## src/rtl/sdram_read_responder.sv

```systemverilog
// Responder for sdram_read_intf: fetches read_cnt words over Avalon-MM in bursts of up to MAX_BURST.
// Define SDRAM_RD_TIMEOUT_EN to build the stuck-slave watchdog that drives read_timeout.
module sdram_read_responder #(
  parameter int DATA_W         = 16,
  parameter int MAX_BURST      = 8,
  parameter int TIMEOUT_CYCLES = 1024
) (
  input  logic              clk,
  input  logic              rst_n,
  input  logic [31:0]       read_addr,
  input  logic [10:0]       read_cnt,
  input  logic              read_start,
  output logic              read_valid,
  output logic [DATA_W-1:0] read_data,
  output logic              read_done,
  output logic              read_busy,
  output logic              read_timeout,
  output logic [31:0]       avm_address,
  output logic              avm_read,
  output logic [7:0]        avm_burstcount,
  input  logic              avm_waitrequest,
  input  logic [DATA_W-1:0] avm_readdata,
  input  logic              avm_readdatavalid
);

  localparam int unsigned BYTES        = DATA_W / 8;
  localparam logic [10:0] MAX_BURST_11 = 11'(MAX_BURST);

  typedef enum logic [1:0] {
    IDLE   = 2'd0,
    ISSUE  = 2'd1,
    RECV   = 2'd2,
    FINISH = 2'd3
  } state_t;

  state_t      state_r;
  logic [31:0] cur_addr_r;
  logic [10:0] remaining_r;
  logic [7:0]  beat_cnt_r;
  logic [31:0] next_addr_s;
  logic        beat_s;
  logic        waiting_s;
  logic        handshake_s;
  logic        abort_s;

  function automatic logic [7:0] burst_len(input logic [10:0] rem);
    if (rem > MAX_BURST_11) begin
      burst_len = 8'(MAX_BURST);
    end else begin
      burst_len = rem[7:0];
    end
  endfunction

  // Beat/handshake qualification and address of the following burst
  always_comb begin
    beat_s      = (state_r == RECV) && avm_readdatavalid && (beat_cnt_r != 8'd0);
    waiting_s   = (state_r == ISSUE) || ((state_r == RECV) && (beat_cnt_r != 8'd0));
    handshake_s = ((state_r == ISSUE) && !avm_waitrequest) || beat_s;
    next_addr_s = cur_addr_r + ({24'd0, avm_burstcount} * 32'(BYTES));
  end

`ifdef SDRAM_RD_TIMEOUT_EN
  logic [31:0] wd_cnt_r;
  logic        timeout_r;

  assign abort_s      = waiting_s && !handshake_s && (wd_cnt_r == 32'(TIMEOUT_CYCLES - 1));
  assign read_timeout = timeout_r;

  // Watchdog: counts consecutive handshake-free cycles while a burst is pending
  always_ff @(posedge clk) begin
    if (!rst_n) begin
      wd_cnt_r  <= 32'd0;
      timeout_r <= 1'b0;
    end else begin
      if (waiting_s && !handshake_s) begin
        wd_cnt_r <= wd_cnt_r + 32'd1;
      end else begin
        wd_cnt_r <= 32'd0;
      end
      if ((state_r == IDLE) && read_start) begin
        timeout_r <= 1'b0;
      end else if (abort_s) begin
        timeout_r <= 1'b1;
      end else begin
        timeout_r <= timeout_r;
      end
    end
  end
`else
  assign abort_s      = 1'b0;
  assign read_timeout = 1'b0;
`endif

  // Command FSM; every output is a register so the interface is glitch-free
  always_ff @(posedge clk) begin
    if (!rst_n) begin
      state_r        <= IDLE;
      cur_addr_r     <= 32'd0;
      remaining_r    <= 11'd0;
      beat_cnt_r     <= 8'd0;
      read_valid     <= 1'b0;
      read_data      <= {DATA_W{1'b0}};
      read_done      <= 1'b0;
      read_busy      <= 1'b0;
      avm_read       <= 1'b0;
      avm_address    <= 32'd0;
      avm_burstcount <= 8'd0;
    end else begin
      read_valid <= 1'b0;
      read_done  <= 1'b0;
      case (state_r)
        IDLE: begin
          if (read_start) begin
            cur_addr_r  <= read_addr;
            remaining_r <= read_cnt;
            read_busy   <= 1'b1;
            if (read_cnt == 11'd0) begin
              state_r   <= FINISH;
              read_done <= 1'b1;
            end else begin
              state_r        <= ISSUE;
              avm_read       <= 1'b1;
              avm_address    <= read_addr;
              avm_burstcount <= burst_len(read_cnt);
            end
          end
        end
        ISSUE: begin
          if (abort_s) begin
            state_r   <= FINISH;
            read_done <= 1'b1;
            avm_read  <= 1'b0;
          end else if (!avm_waitrequest) begin
            avm_read   <= 1'b0;
            beat_cnt_r <= avm_burstcount;
            state_r    <= RECV;
          end
        end
        RECV: begin
          // beat_cnt_r == 0 here only after the final beat, so read_done lands one cycle after it
          if (abort_s) begin
            state_r   <= FINISH;
            read_done <= 1'b1;
          end else if (beat_cnt_r == 8'd0) begin
            state_r   <= FINISH;
            read_done <= 1'b1;
          end else if (beat_s) begin
            read_valid  <= 1'b1;
            read_data   <= avm_readdata;
            beat_cnt_r  <= beat_cnt_r - 8'd1;
            remaining_r <= remaining_r - 11'd1;
            if ((beat_cnt_r == 8'd1) && (remaining_r != 11'd1)) begin
              cur_addr_r     <= next_addr_s;
              avm_address    <= next_addr_s;
              avm_burstcount <= burst_len(remaining_r - 11'd1);
              avm_read       <= 1'b1;
              state_r        <= ISSUE;
            end
          end
        end
        FINISH: begin
          read_busy <= 1'b0;
          state_r   <= IDLE;
        end
        default: begin
          state_r <= IDLE;
        end
      endcase
    end
  end

endmodule

```

## config.mk

```make
export PLATFORM = sky130hd
export DESIGN_NAME = sdram_read_responder
export DESIGN_NICKNAME = d
export VERILOG_FILES = /design/src/rtl/sdram_read_responder.sv
export SDC_FILE = /design/constraint.sdc
export NUM_CORES = 1
export LEC_CHECK = 0
export ABC_AREA = 1
export ABC_CLOCK_PERIOD_IN_PS = 1950
export CORE_ASPECT_RATIO = 1.25
export CORE_MARGIN = 5
export CORE_UTILIZATION = 28
export CTS_CLUSTER_SIZE = 16
export DETAILED_ROUTE_END_ITERATION = 8
export PLACE_DENSITY = 0.62
export RECOVER_POWER = 100
export SETUP_SLACK_MARGIN = 0.15
export SYNTH_ARGS = -nofsm -noshare
export SYNTH_HDL_FRONTEND = slang
export SYNTH_SLANG_ARGS = --single-unit
```

## constraint.sdc

```tcl
create_clock -name clk -period 1.95 [get_ports clk]
set_input_delay 0.2925 -clock clk [delete_from_list [all_inputs] [get_ports clk]]
set_output_delay 0.2925 -clock clk [all_outputs]
set_load 0.02 [all_outputs]
```

==> impl_metrics.env <==
export IMPL_status="completed"
export IMPL_hold_viol_final=0
export IMPL_ys_warn_count=0
export IMPL_cts_root_buffer="clkbuf_16"
export IMPL_drc=0
export IMPL_ant_nets=0
export IMPL_endpoint="cur_addr_r[13]"
export IMPL_worstReg2RegEnd="cur_addr_r[13]"
export IMPL_skew_ns=0.0119
export IMPL_clkPwrFrac=0.190
export IMPL_async_reset_ff_frac=0
export IMPL_grt_usage=0.160
export IMPL_grt_pass1_vias=6896
export IMPL_crit_chain="ha_4 -> inv_2 -> fa_2 -> inv_2 -> nand3_2 -> nand3_4 -> nand3_4 -> nand2_4 -> nand2_1 -> nand3_1 -> nand2_2 -> o21ai_1 -> inv_1"
export IMPL_path_clk_slew_ns=0.06
export IMPL_worst_pin_slew_ns=0.532
export IMPL_area_sequential_mm2=0.00229
export IMPL_synth_distinct_cells=39
export IMPL_p_leak_nw=4.62
export IMPL_gr_total_overflow=0
export IMPL_synth_main_ff_cell="dfxtp_1"
export IMPL_busiest_layer="met2"
export IMPL_cts_sinks=113
export IMPL_dr_pass1_iters=4
export IMPL_cp_data_arrival_time_ns=2.21
export IMPL_synth_largest_area_cell="dfxtp_1"
export IMPL_clk_latency_ns=0.43
export IMPL_ys_seq_area_frac=0.347
export IMPL_grt_pass1_wl_mm=34.3
export IMPL_p_int_mw=9.65
export IMPL_use_met2=0.297
export IMPL_n_fill_cell=2285
export IMPL_hpwl_mm=15.9
export IMPL_syn_area_per_cell_um2=6.25
export IMPL_holdWs_ns=0.291
export IMPL_fin_tns_setup_ns=0
export IMPL_drive_gt1_frac=0.281
export IMPL_syn2layout_area_growth_pct=60.4
export IMPL_p_switching_mw=7.48
export IMPL_dp_slack_ns=-0.320
export IMPL_multi_input_area_mm2=0.00438
export IMPL_syn_nets=1119
export IMPL_fmax_mhz=528
export IMPL_ios=125
export IMPL_fp_dieH_um=181
export IMPL_r2r_start="avm_burstcount[0]"
export IMPL_htree_levels=4
export IMPL_hp_class="input pin to register"
export IMPL_rsz0062_at_grt="true"
export IMPL_final_cells=1549
export IMPL_dp_cells=1489
export IMPL_drv_cap=0
export IMPL_grt_use_met1=0.180
export IMPL_initial_utilization=0.284
export IMPL_crit_fanout=5
export IMPL_synth_seq_cells=113
export IMPL_ff2ff_setup_slack_ns=0.06
export IMPL_antenna_cells=0
export IMPL_dieArea_mm2=0.0264
export IMPL_cp_startpoint="avm_burstcount[0]"
export IMPL_critical_path_class="register to register"
export IMPL_worst_slack_ns=0.0578
export IMPL_cts_tree="yes"
export IMPL_totalWireLength_mm=23.4
export IMPL_worstSetupEndpointType="register"
export IMPL_cp_required_ns=2.27
export IMPL_finalCritPeriodShare=0.970
export IMPL_gp_congestion=0.896
export IMPL_core_area_mm2=0.0230
export IMPL_io_buffers=123
export IMPL_seq_power_share=0.236
export IMPL_crit_path_max_incr_delay_ns=0.38
export IMPL_cts_buffers=17
export IMPL_synth_cell_area_mm2=0.00652
export IMPL_dieWidth_um=146
export IMPL_drtIter0Drc=390
export IMPL_final_max_slew_viol_count=0
export IMPL_ir_drop_mv=0.717
export IMPL_powerDensity_mw_per_mm2=1640
export IMPL_synth_top_area_frac=0.347
export IMPL_post_route_min_period_ns=1.89
export IMPL_ctsHoldBuffers=0
export IMPL_wl_per_cell_um=15.1
export IMPL_fp_row_count=62
export IMPL_synth_area_leaders="dfxtp_1 (35%), nand2_1 (15%), nor2_1 (7.7%), inv_1 (7.6%), a21oi_1 (6.7%)"
export IMPL_grt_max_degree=62
export IMPL_setup_viol=0
export IMPL_antenna_found_initial=0
export IMPL_via_per_inst=4.75
export IMPL_cp_start_kind="register"
export IMPL_vias=7352
export IMPL_timing_slew_headroom=0.645
export IMPL_synth_edf_count=0
export IMPL_synthCells=1042
export IMPL_nets=1326
export IMPL_switching_share=0.437
export IMPL_cp_slowest_cell="fa_2"
export IMPL_met3_usage=0.0392
export IMPL_rr_worst_depth=13
export IMPL_clockBufferDepth=2
export IMPL_combPwrFrac=0.573
[sequential cells by signal, summed over array words and instances (netlist names)]
signal / cells
avm_address: 32
cur_addr_r: 32
read_data: 16
remaining_r: 11
avm_burstcount: 8
beat_cnt_r: 8
state_r: 2
avm_read: 1
read_busy: 1
read_done: 1
read_valid: 1
[worst min path at each step]
stage | endpoint | startpoint | cells after the start | slack (ns)
after detailed placement | cur_addr_r[0] | cur_addr_r[0] | 2 | 0.44
after CTS | read_data[15] | rst_n | 3 | 0.29
final | read_data[15] | rst_n | 3 | 0.29
after global routing | read_data[14] | rst_n | 3 | 0.32
after floorplan | cur_addr_r[0] | cur_addr_r[0] | 2 | 0.42
after global placement | cur_addr_r[0] | cur_addr_r[0] | 2 | 0.43
[metrics by stage]
step / util / instance area, um2 / power, mW
final: 0.455 / 10500 / 17.1
after global routing: 0.455 / 10500 / 18.3
after CTS: 0.415 / 9530 / 15.4
after detailed placement: 0.372 / 8550 / 11.5
after global placement: 0.372 / 8550 / 11.5
after floorplan: - / 6550 / 8.71
[cells by family (layout without fill, tap and decap cells)]
family,after synthesis,after routing,share of synthesized area
other,1,1,0.000575
xor gates and xnor gates,13,13,0.0175
DFF,113,113,0.347
AOI/OAI and AO/OA,188,188,0.147
and+or+nand+nor,531,531,0.349
buffers and inverters,183,402,0.112
adders and majority gates,13,13,0.0261
[area by class of cell]
| type | count | area share |
|---|---|---|
| inverters | 143 | 0.0539 |
| clock inverters | 10 | 0.0126 |
| clock buffers | 21 | 0.0461 |
| well taps | 288 | 0.0345 |
| multi-input cells | 746 | 0.419 |
| repair inverters | 2 | 0.00216 |
| flip-flops and latches | 113 | 0.219 |
| repair buffers | 226 | 0.213 |
[synthesized netlist by cell type (2+ instances only)]
cell type,count
o21ai_1,19
nor2_4,2
xnor2_1,5
ha_1,12
nand2_1,263
buf_6,2
buf_4,3
clkinv_1,2
o211ai_1,2
a31oi_1,4
xor2_1,8
a21oi_1,87
clkbuf_1,19
nand3b_1,3
nand4_1,5
inv_2,9
inv_1,132
or2_2,13
a211oi_1,2
nand3_2,2
buf_2,15
nand3_1,87
dfxtp_1,113
nor3_1,12
o21ai_0,72
nor2_1,134
nand2_2,3
[critical path, delay by kind of cell, from the launching register on]
| family | cells | cell delay [ns] |
|---|---|---|
| DFF | 1 | 0.35 |
| and+or+nand+nor | 7 | 0.64 |
| buffers and inverters | 3 | 0.17 |
| adders and majority gates | 2 | 0.51 |
| AOI/OAI and AO/OA | 1 | 0.12 |
[layout by cell type, fill, tap and decap left out, types with 14 or more instances in the layout]
cell / count
nand2_1: 202
clkdlybuf4s50_1: 83
buf_4: 68
clkbuf_16: 22
inv_1: 125
o21ai_1: 26
nand3_1: 62
o21ai_0: 55
nand3_2: 24
nand2_4: 21
dfxtp_2: 14
nor2_2: 17
a21oi_2: 25
nand2_2: 41
dlygate4sd3_1: 31
dfxtp_1: 97
buf_6: 14
a21oi_1: 61
nor2_1: 114
[power by group through the flow]
stage	clock, mW	sequential (mW)	combinational, mW
2_1_floorplan	0	4.36	4.35
3_3_place_gp	0	3.97	7.49
3_5_place_dp	0	3.98	7.56
4_1_cts	3.31	3.98	8.09
5_1_grt	3.43	4.16	10.7
6_report	3.26	4.05	9.82
[routing by layer]
metal	share of wire	vias to the layer above
li1	-	3734
met1	0.40	3393
met2	0.53	182
met3	0.042	43
met4	0.027	0
met5	0	-
[what timing repair did]
item / CTS / global route
resized for setup: 76 / 221
pin swaps: 13 / 40
setup endpoints to repair: 86 / 93
cloned: 1 / 6
buffers inserted: 11 / 11
(Power assumes the default switching activity.)
